--- config.mk ---
export PLATFORM = sky130hd
export DESIGN_NAME = fetch_unit
export DESIGN_NICKNAME = d
export VERILOG_FILES = /design/src/rtl/rv32i_types.sv /design/src/rtl/fetch_valid_mask.sv /design/src/rtl/fetch_unit.sv
export SDC_FILE = /design/constraint.sdc
export NUM_CORES = 1
export LEC_CHECK = 0
export BUFFER_PORTS_ARGS = -buffer_cell sky130_fd_sc_hd__buf_2
export CORE_ASPECT_RATIO = 2
export CORE_MARGIN = 2
export CORE_UTILIZATION = 35
export DETAILED_ROUTE_END_ITERATION = 12
export HOLD_SLACK_MARGIN = 0.08
export PLACE_DENSITY_LB_ADDON = 0.2
export RECOVER_POWER = 50
export SLEW_MARGIN = 20
export SYNTH_ARGS = -nofsm -noshare
export SYNTH_HDL_FRONTEND = slang
export SYNTH_SLANG_ARGS = --single-unit
export TNS_END_PERCENT = 10
--- constraint.sdc ---
create_clock -name clk -period 8.77 [get_ports clk]
set_input_delay 1.754 -clock clk [delete_from_list [all_inputs] [get_ports clk]]
set_output_delay 1.754 -clock clk [all_outputs]
set_load 0.05 [all_outputs]
--- src/rtl/rv32i_types.sv ---
// Shared fetch-front-end types: FSM state encoding, default reset PC and the
// fetch packet layout for the default configuration.
package rv32i_types;

  localparam logic [31:0] RESET_PC_DEFAULT    = 32'h6000_0000;
  localparam int unsigned FETCH_WIDTH_DEFAULT = 2;
  localparam int unsigned INSTR_WIDTH_DEFAULT = 32;

  typedef enum logic [1:0] {
    FS_RUN,
    FS_HOLD,
    FS_DISCARD
  } fetch_state_t;

  typedef struct packed {
    logic [31:0]                                           pc;
    logic [FETCH_WIDTH_DEFAULT-1:0][INSTR_WIDTH_DEFAULT-1:0] instr;
    logic [FETCH_WIDTH_DEFAULT-1:0]                        valid;
  } fetch_packet_t;

endpackage

--- src/rtl/fetch_valid_mask.sv ---
// Per-slot valid mask for a fetch block: slots below the entry offset are
// masked off, everything at or above it is valid.
module fetch_valid_mask #(
  parameter int unsigned FETCH_WIDTH = 2,
  localparam int unsigned OFF_W = (FETCH_WIDTH > 1) ? $clog2(FETCH_WIDTH) : 1
) (
  input  logic [OFF_W-1:0]       offset_i,
  output logic [FETCH_WIDTH-1:0] mask_o
);

  always_comb begin
    mask_o = '0;
    for (int i = 0; i < FETCH_WIDTH; i++) begin
      mask_o[i] = (i >= int'(offset_i));
    end
  end

endmodule

--- src/rtl/fetch_unit.sv ---
// Instruction-fetch front end: one aligned block per imem transaction, one
// packet per block into the queue. Define FETCH_PERF_EN for perf counters.
module fetch_unit
  import rv32i_types::*;
#(
  parameter int unsigned FETCH_WIDTH = 2,
  parameter int unsigned INSTR_WIDTH = 32,
  parameter logic [31:0] RESET_PC    = RESET_PC_DEFAULT
) (
  input  logic                               clk,
  input  logic                               rst,
  output logic [31:0]                        imem_addr,
  output logic [FETCH_WIDTH*INSTR_WIDTH/8-1:0] imem_rmask,
  input  logic                               imem_resp,
  input  logic [FETCH_WIDTH*INSTR_WIDTH-1:0] imem_rdata,
  output logic                               fq_push,
  output logic [31:0]                        fq_pc,
  output logic [FETCH_WIDTH*INSTR_WIDTH-1:0] fq_instr,
  output logic [FETCH_WIDTH-1:0]             fq_valid,
  input  logic                               fq_full,
  input  logic                               redirect,
  input  logic [31:0]                        redirect_pc
`ifdef FETCH_PERF_EN
  ,
  output logic [31:0]                        perf_blocks,
  output logic [31:0]                        perf_squashed,
  output logic [31:0]                        perf_stall_cycles
`endif
);

  localparam int unsigned BLK    = FETCH_WIDTH * 4;
  localparam int unsigned OFF_W  = (FETCH_WIDTH > 1) ? $clog2(FETCH_WIDTH) : 1;
  localparam int unsigned MASK_W = FETCH_WIDTH * INSTR_WIDTH / 8;
  localparam logic [31:0] BLK_LOW = 32'(BLK - 1);

  // Same shape as fetch_packet_t, but sized by this instance's parameters.
  typedef struct packed {
    logic [31:0]                           pc;
    logic [FETCH_WIDTH-1:0][INSTR_WIDTH-1:0] instr;
    logic [FETCH_WIDTH-1:0]                valid;
  } pkt_t;

  function automatic logic [31:0] align(input logic [31:0] x);
    return x & ~BLK_LOW;
  endfunction

  fetch_state_t             state_q, state_d;
  logic [31:0]              pc_q, pc_d;
  logic [31:0]              req_addr_q;
  pkt_t                     buf_q, buf_d;
  pkt_t                     out_pkt;
  logic [OFF_W-1:0]         req_off;
  logic [FETCH_WIDTH-1:0]   req_valid;
  logic                     issue;
  logic                     push;
  logic                     squash;

  assign req_off = pc_q[2 +: OFF_W] & OFF_W'(FETCH_WIDTH - 1);

  fetch_valid_mask #(
    .FETCH_WIDTH (FETCH_WIDTH)
  ) u_valid_mask (
    .offset_i (req_off),
    .mask_o   (req_valid)
  );

  // Redirect always wins over a push; issue marks a new request starting now.
  always_comb begin
    state_d       = state_q;
    pc_d          = pc_q;
    buf_d         = buf_q;
    issue         = 1'b0;
    push          = 1'b0;
    squash        = 1'b0;
    out_pkt.pc    = align(pc_q);
    out_pkt.instr = imem_rdata;
    out_pkt.valid = req_valid;
    case (state_q)
      FS_RUN: begin
        if (imem_resp) begin
          if (redirect) begin
            pc_d   = redirect_pc;
            issue  = 1'b1;
            squash = 1'b1;
          end else begin
            pc_d = align(pc_q) + 32'(BLK);
            if (fq_full) begin
              buf_d   = out_pkt;
              state_d = FS_HOLD;
            end else begin
              push  = 1'b1;
              issue = 1'b1;
            end
          end
        end else if (redirect) begin
          pc_d    = redirect_pc;
          state_d = FS_DISCARD;
        end
      end
      FS_DISCARD: begin
        if (redirect) pc_d = redirect_pc;
        if (imem_resp) begin
          squash  = 1'b1;
          issue   = 1'b1;
          state_d = FS_RUN;
        end
      end
      FS_HOLD: begin
        out_pkt = buf_q;
        if (redirect) begin
          pc_d    = redirect_pc;
          squash  = 1'b1;
          issue   = 1'b1;
          state_d = FS_RUN;
        end else if (!fq_full) begin
          push    = 1'b1;
          issue   = 1'b1;
          state_d = FS_RUN;
        end
      end
      default: state_d = FS_RUN;
    endcase
  end

  always_ff @(posedge clk or posedge rst) begin
    if (rst) begin
      state_q    <= FS_RUN;
      pc_q       <= RESET_PC;
      req_addr_q <= align(RESET_PC);
      buf_q      <= '0;
    end else begin
      state_q <= state_d;
      pc_q    <= pc_d;
      buf_q   <= buf_d;
      if (issue) req_addr_q <= align(pc_d);
    end
  end

  assign imem_addr  = rst ? align(RESET_PC) : (issue ? align(pc_d) : req_addr_q);
  assign imem_rmask = (!rst && (issue || (state_q != FS_HOLD && !imem_resp)))
                      ? {MASK_W{1'b1}} : {MASK_W{1'b0}};
  assign fq_push    = push && !rst;
  assign fq_pc      = out_pkt.pc;
  assign fq_instr   = out_pkt.instr;
  assign fq_valid   = fq_push ? out_pkt.valid : '0;

`ifdef FETCH_PERF_EN
  logic [31:0] blocks_q, squashed_q, stall_q;

  always_ff @(posedge clk or posedge rst) begin
    if (rst) begin
      blocks_q   <= '0;
      squashed_q <= '0;
      stall_q    <= '0;
    end else begin
      if (push && blocks_q != '1) blocks_q <= blocks_q + 32'd1;
      if (squash && squashed_q != '1) squashed_q <= squashed_q + 32'd1;
      if (state_q == FS_HOLD && stall_q != '1) stall_q <= stall_q + 32'd1;
    end
  end

  assign perf_blocks       = blocks_q;
  assign perf_squashed     = squashed_q;
  assign perf_stall_cycles = stall_q;
`endif

endmodule

# Word-level counts from Yosys, hierarchy flattened
# Cells that the tools add are included.
dict set report word_totals {
  reg_bits 161
  inputBits 101
  out_inout_bits 139
  wordCells 55
}
dict set report op_classes {
  add_sub_neg 1
  magnitude_cmp 1
  eq_ne 8
  n_mux 25
  n_bitwise 1
  reduce_logical 11
}
# op n
set op_table {}
lappend op_table {{32-bit 2-to-1 mux} 5}
lappend op_table {{98-bit 2-to-1 mux} 1}
lappend op_table {{32-bit case mux with 2 select lines} 1}
lappend op_table {{32-bit by 4-bit adder with 32-bit output (second input constant)} 1}
lappend op_table {{2-bit 2-to-1 mux} 8}
lappend op_table {{3-bit inequality test (second input constant)} 4}
lappend op_table {{8-bit 2-to-1 mux} 1}
lappend op_table {{1-bit 2-to-1 mux} 6}
lappend op_table {{2-bit case mux with 3 select lines} 1}
lappend op_table {{5-bit AND reduction} 1}
lappend op_table {{4-bit AND reduction} 1}
lappend op_table {{1-bit logical AND} 3}
lappend op_table {{1-bit case mux with 3 select lines} 1}
lappend op_table {{2-bit by 1-bit equality test with 1-bit output (second input constant)} 1}
lappend op_table {{2-bit equality test (second input constant)} 1}
lappend op_table {{1-bit logical NOT} 2}
lappend op_table {{2-bit logical NOT} 1}
lappend op_table {{2-bit by 1-bit inequality test with 1-bit output (second input constant)} 1}
lappend op_table {{2-bit inequality test (second input constant)} 1}
lappend op_table {{1-bit case mux with 2 select lines} 1}
lappend op_table {{2-bit nonzero test} 1}
lappend op_table {{2-bit OR reduction} 1}
lappend op_table {{1-bit greater-or-equal comparator (first input constant)} 1}
lappend op_table {{1-bit logical OR} 1}
lappend op_table {{1-bit NOT} 1}

# Longest topological paths before layout
# Gate-level depths: netlist (run 1).
dict set report depth {
  word_depth 7
  depth_mapped 11
  mapped_depth_nobuf 7
}

# Hierarchy
# From an unflattened synthesis (run 1), not the netlist that was laid out.
dict set report hier_totals {
  cells_unflattened 865
  hier_area_um2 8963.6
}
# module instances cells_each area_per_inst_um2 seq_area_each_um2
set modules_own_cells {}
lappend modules_own_cells {fetch_unit 1 862 8948.6 3983.8}
lappend modules_own_cells {fetch_valid_mask 1 3 15.0 0.0}

# Worst setup path after synthesis (run 1)
# OpenSTA, ideal clock, no wires.
dict set report synth_timing {
  path_type {input-to-output}
  startpoint {in rst}
  endpoint {out imem_addr[29]}
  arrival_time_ns 8.939
  required_time_ns 7.016
  setup_slack_ns -1.923
  stages 4
  n_path_buf 2
  path_cell_list {clkbuf_1 inv_1 clkbuf_1 o211ai_1}
}
dict set report synth_via {
  elab_chain_len 1
}
# element line
set synth_rtl {}
lappend synth_rtl {{start, declared} fetch_unit.sv:11} ;# input logic rst,
lappend synth_rtl {{32-bit 2-to-1 mux} fetch_unit.sv:139} ;# assign imem_addr = rst ? align(RESET_PC) : (issue ? align(pc_d) : req_addr_q);
lappend synth_rtl {{end, declared} fetch_unit.sv:12} ;# output logic [31:0] imem_addr,
# No other way between the ends.

# Final worst setup path (run 1)
dict set report layout_timing {
  startpoint {in redirect}
  endpoint {out imem_addr[19]}
}
dict set report layout_via {
  elab_chain_len 5
  word_cells_on_any_way 9
  classes_between {mux: 9}
}
# element line
set layout_rtl {}
lappend layout_rtl {{start, declared} fetch_unit.sv:21} ;# input logic redirect,
lappend layout_rtl {{1-bit 2-to-1 mux (tied with other cells)} fetch_unit.sv:81} ;# if (redirect) begin
lappend layout_rtl {{1-bit 2-to-1 mux or 32-bit 2-to-1 mux (tied branches)} fetch_unit.sv:80} ;# if (imem_resp) begin
lappend layout_rtl {{1-bit case mux with 3 select lines or 32-bit case mux with 2 select lines (tied branches)} fetch_unit.sv:78} ;# case (state_q)
lappend layout_rtl {{32-bit 2-to-1 mux (*)} n/a}
lappend layout_rtl {{32-bit 2-to-1 mux (*)} fetch_unit.sv:139}
# Mark *: on every way between the ends. The rest lies on a longest branch, timed or not.

==> flow_summary.yaml, run 1 <==
timing:
  max_freq_ghz: 0.138
  period_needed_ns: 7.27
  fin_setup_tns_ns: 0
  tightestPinTransition_ns: 2.00
  hold_viol_final: 0
  finalSetupViolations: 0
  slew_violations: 107
  finClkSkew_ns: 0.00907
  grt_setup_unrepaired: "no"
  period_share_pct: 82.9
  slew_headroom_pct: -33.0
power:
  p_per_area_nw_per_um2: 433
  seq_power_share_pct: 28.5
  p_leak_nw: 4.97
  p_total_mw: 4.75
  max-vdd-ir-drop_uv: 192
  p_int_mw: 2.34
  pwr-share-clk_pct: 15.9
  p_comb_share_pct: 55.6
  netSwitchingPower_mw: 2.41
  p_sw_share_pct: 50.7
final_layout:
  drive_gt1_share_pct: 42.7
  final_common_cell: "buf_2"
  final_cell_mix: "buf_2 (232), mux2_2 (167), dfrtp_1 (155), nand2_1 (73), o21ai_0 (56)"
  nets: 1168
  final_cells: 1411
  area_growth_pct: 20.2
placement:
  place.port_buffers: 234
  post-dp-hpwl_mm: 21.0
  place_congestion: 0.938
  dp_cells: 1383
global_routing:
  grt_max_degree: 107
  antenna_found_initial: 4
  track_usage_pct: 20.8
  grt_pass1_vias: 7466
  grt_overflow: 0
  grt_pass1_wl_mm: 43.4
min_path:
  hold_path_startpoint: "buf_q[1]"
  hold_class: "register to register"
  min_path_cells: 2
  holdPathEnd: "buf_q[1]"
routing:
  viasPerCell: 5.41
  drtIter0Drc: 467
  vias: 7628
  ant_nets: 0
  avgRoutedWirePerCell_um: 20.4
  first_pass_iters: 5
  drcViolationCount: 0
  wirelength_mm: 28.8
die:
  die-area_um2: 27400
  core_area_um2: 25700
  pin_count: 240
  chipHeight_um: 232
  start_util_pct: 35.6
  die_width_um: 118
  rows: 83
clock_network:
  post-cts-setup-buffers: 0
  cts_resized: 0
  clock_path_buffers: 2
  path_clk_slew_ns: 0.06
  cts_hold_buf: 0
  cts_tree: "yes"
  root_buffer: "clkbuf_16"
  clkLatencyLatePin_ns: 0.44
  cts_max_level: 4
  cts_sinks: 159
  cts_buffers: 17
yosys:
  synth_top_area_cell: "dfrtp_1"
  syn_area_um2: 9120
  yosysTopAreaCellShare_pct: 42.5
  synth_edf_count: 0
  ys.warnings.count: 0
  yosys_most_used_dff: "dfrtp_1"
  ys_seq_area_share_pct: 43.7
  ys_types: 75
  post_synth_inst_count: 878
  ys_ff_latch: 159
  synth_area_leaders: "dfrtp_1 (43%), mux2_2 (21%), o21ai_0 (3.1%), nand2_1 (3.0%), a21oi_1 (2.4%)"
  avgSynthCellArea_um2: 10.4
  ys_async_sr_fraction_pct: 100
worst_setup_path:
  endpoint_kind: "primary output"
  worstPathArrival_ns: 5.52
  critPathKind: "input pin to primary output"
  r2r-end: "buf_q[60]"
  r2r_setup_slack_ns: 4.88
  cp_max_fo: 37
  r2r_cells: 7
  worstSetupStartpointType: "input pin"
  required_ns: 7.02
  r2r_start: "state_q[0]"
run:
  max_cap_viol_count: 4
outcome:
  outcome: "finished with violations"
  violations: "capacitance limit, slew limit"
[critical path: stages]
cell      delay, ns
clkbuf_1       0.25
clkbuf_1       1.43
nand2b_1       0.41
a21oi_1        0.41
nor3_1         0.43
a311oi_1       0.12
a211oi_1       0.36
buf_2          0.33
[power by group through the flow]
stage	Clock, mW	Sequential [mW]	Combinational, mW
2_1_floorplan	0	1.23	2.16
3_3_place_gp	0	1.35	2.65
3_5_place_dp	0	1.36	2.67
4_1_cts	0.773	1.35	2.68
5_1_grt	0.802	1.41	2.80
6_report	0.752	1.35	2.64
[cell families (layout without fill, tap and decap cells)]
| group | count (synthesis) | in the layout | share of synthesized area, % |
|---|---|---|---|
| AO/OA/AOI/OAI | 209 | 209 | 15.5 |
| XOR/XNOR | 2 | 2 | 0.192 |
| adder cells (fa/ha/maj) | 5 | 5 | 0.686 |
| buffers and inverters | 104 | 294 | 5.13 |
| flip-flops | 159 | 159 | 43.7 |
| multiplexers | 181 | 181 | 22.2 |
| other | 1 | 4 | 0.0411 |
| AND/OR/NAND/NOR | 217 | 217 | 12.6 |
[flip-flops by register name, summed over array words and instances (netlist names)]
register	flops
pc_q	30
buf_q	95
state_q	2
req_addr_q	32
[Yosys cell counts (all sizes together), types with 4 or more instances]
cell type and instances:
mux2 168, dfrtp 155, nand2 73, o21ai 56, buf 46, a21oi 45
nor2 45, clkbuf 37, inv 20, nand3 18, nor4 15, mux2i 13
nor3 13, a211oi 12, and3 12, o31ai 11, nand4 10, o211ai 10
a31oi 9, a311oi 8, and2 8, o21a 8, o41ai 7, ha 5
nand2b 5, o22ai 5, a21o 4, a2bb2oi 4, a41oi 4, and4 4
dfstp 4, nor2b 4
[per-layer routing]
layer,vias up,part of all wire (%),GRT usage (%)
li1,3578,-,-
met1,3701,36,21.8
met2,285,54,37.8
met3,58,5.5,4.94
met4,6,4.7,11.5
met5,-,0.097,0
[worst max path at each step]
stage	start	endpoint	slack, ns	cells past startpoint
CTS	redirect	imem_addr[22]	2.34	8
finish	redirect	imem_addr[19]	1.50	8
floorplan	rst	imem_addr[29]	1.52	4
global route	redirect	imem_addr[19]	1.35	8
global placement	redirect	imem_addr[22]	2.38	8
detailed placement	redirect	imem_addr[22]	2.34	8
[stage by stage]
step	util, %	setup WS (ns)	instance area, µm²	hold WS, ns
2_1_floorplan	-	1.52	9130	0.414
3_3_place_gp	40.8	2.38	10500	0.426
3_5_place_dp	40.8	2.34	10500	0.430
4_1_cts	43.0	2.34	11000	0.446
5_1_grt	42.7	1.35	11000	0.471
6_report	42.7	1.50	11000	0.448
[layout make-up]
class                      count  area (µm²)
sequential                   159        3980
inverter                      21        83.8
tap                          340         425
clock buffer                  20         457
antenna                        1        2.50
fill                        2593       14700
multi-input combinational    617        4660
timing repair buffer         246        1240
clock inverter                 7         115
Power figures use the tool's default switching activity.
==> run 2, diff against run 1 <==
==> constraint.sdc (replaced) <==
create_clock -name clk -period 7.1 [get_ports clk]
set_input_delay 1.42 -clock clk [delete_from_list [all_inputs] [get_ports clk]]
set_output_delay 1.42 -clock clk [all_outputs]
set_load 0.05 [all_outputs]
==> run 2 against run 1 <==
  * The run still ends with capacitance limit, slew limit left
  * Clock skew up 0.0045 ns
  * Via count up 0.92%
  * Critical path depth unchanged
  * Sequential share of layout area down 0.34 points
  * Sequential power up 24%
  * Cell count up 0.64%
  * Hold slack worse by 0.0042 ns
  * Largest cell class unchanged
==> flow_summary.yaml, run 2 (synthesized netlist as in run 1, its figures left out) <==
global_routing:
  grt_pass1_wl_mm: 43.9
  grt_pass1_vias: 7700
  antenna_found_initial: 4
  grt_max_degree: 81
  track_usage_pct: 21.1
  grt_overflow: 0
final_layout:
  fin_area_um2: 11100
  regMostFlops: "buf_q"
  largest_reg_flops: 95
  final_cells: 1420
  biggestRegsByFlops: "buf_q: 95 flops, req_addr_q: 32 flops, pc_q: 30 flops"
  drive_gt1_share_pct: 42.7
  area_growth_pct: 21.3
  multi_input_area_um2: 4650
  seqCellArea_um2: 3980
  final_cell_mix: "buf_2 (231), mux2_2 (166), dfrtp_1 (155), nand2_1 (73), o21ai_0 (56)"
  nets: 1172
  fillers: 2579
  postLayoutCoreUtil_pct: 43.1
  final_common_cell: "buf_2"
timing:
  hold_viol_final: 0
  slew_headroom_pct: -91.2
  max_freq_ghz: 0.168
  fin_setup_tns_ns: 0
  tightestPinTransition_ns: 2.86
  slew_violations: 144
  period_needed_ns: 5.96
  finClkSkew_ns: 0.0136
  grt_setup_unrepaired: "no"
  whs_ns: 0.444
  period_share_pct: 84.0
  fin_ws_ns: 1.14
  finalSetupViolations: 0
worst_setup_path:
  worstSetupStartpointType: "input pin"
  cpMaxStageDelayCell: "and2_0"
  cp_max_fo: 18
  worstPathArrival_ns: 4.54
  required_ns: 5.68
  crit_buf_inv: 3
  cpLargestDelayFamily: "buffers and inverters"
  path_cells: "clkbuf_1, and2_0, clkbuf_1, o211ai_1, a211oi_1, a311oi_1, a211oi_1, buf_2"
  endpoint_kind: "primary output"
  slowest_delay_ns: 0.68
  critPathKind: "input pin to primary output"
placement:
  pre_cts_ws_ns: 1.94
  dp_cells: 1387
  post-dp-hpwl_mm: 21.3
  place_congestion: 0.931
  dpl_cell_area_um2: 10500
  place.port_buffers: 234
min_path:
  hold_class: "register to register"
clock_network:
  cts_max_level: 4
  cts_sinks: 159
  cts_hold_buf: 0
  cts_tree: "yes"
  root_buffer: "clkbuf_16"
  clock_path_buffers: 2
  path_clk_slew_ns: 0.06
  clkLatencyLatePin_ns: 0.44
  post-cts-setup-buffers: 0
  cts_buffers: 17
  cts_resized: 0
power:
  p_per_area_nw_per_um2: 540
  p_comb_share_pct: 54.9
  max-vdd-ir-drop_uv: 309
  netSwitchingPower_mw: 2.99
  p_total_mw: 5.97
  seq_power_share_pct: 28.1
  pwr-share-clk_pct: 17.0
  p_sw_share_pct: 50.1
  p_leak_nw: 5.02
  p_int_mw: 2.98
outcome:
  violations: "capacitance limit, slew limit"
  outcome: "finished with violations"
die:
  core_area_um2: 25700
  start_util_pct: 35.6
  pin_count: 240
  rows: 83
  die_width_um: 118
  chipHeight_um: 232
  die-area_um2: 27400
routing:
  drtIter0Drc: 435
  wirelength_mm: 29.1
  first_pass_iters: 5
  viasPerCell: 5.42
  vias: 7698
  avgRoutedWirePerCell_um: 20.5
  drcViolationCount: 0
  ant_nets: 0
run:
  max_cap_viol_count: 3
## run 2: routing by layer
metal	GRT usage (%)	part of all wire (%)
met1	21.2	35
met2	38.9	54
met3	5.43	5.7
met4	12.0	4.8
met5	0	0.086
## run 2: power groups by stage
stage	clock network [mW]	registers (mW)	logic (mW)
global route	1.08	1.74	3.48
floorplan	0	1.51	2.67
finish	1.01	1.68	3.28
CTS	1.05	1.68	3.33
global placement	0	1.66	3.28
detailed placement	0	1.69	3.32
## run 2: worst paths after layout
check | startpoint | to | slack, ns | cells past startpoint
hold / removal | buf_q[1] | buf_q[1] | 0.44 | 2
max in group asynchronous | rst | buf_q[59] | 3.05 | 3
setup reg to reg | state_q[0] | buf_q[10] | 2.41 | 7
setup / recovery | imem_resp | imem_addr[19] | 1.14 | 8
min in group asynchronous | rst | pc_q[21] | 1.62 | 2
hold reg to reg | buf_q[1] | buf_q[1] | 0.44 | 2
## run 2: layout make-up
type                       instances  area share (%)
inverter                          21           0.758
antenna                            2          0.0452
tap                              340            3.84
multi-input combinational        617            42.1
clock inverter                    10            1.67
timing repair buffer             250            11.5
clock buffer                      21            4.07
sequential                       159            36.0
## run 2: worst register-to-register path, cell delays in order, from the launching register on
cell,delay [ns]
dfrtp_1,0.42
inv_1,0.10
ha_1,0.28
buf_4,0.24
and3b_1,0.34
nand2_1,2.06
buf_4,0.71
mux2_2,0.43
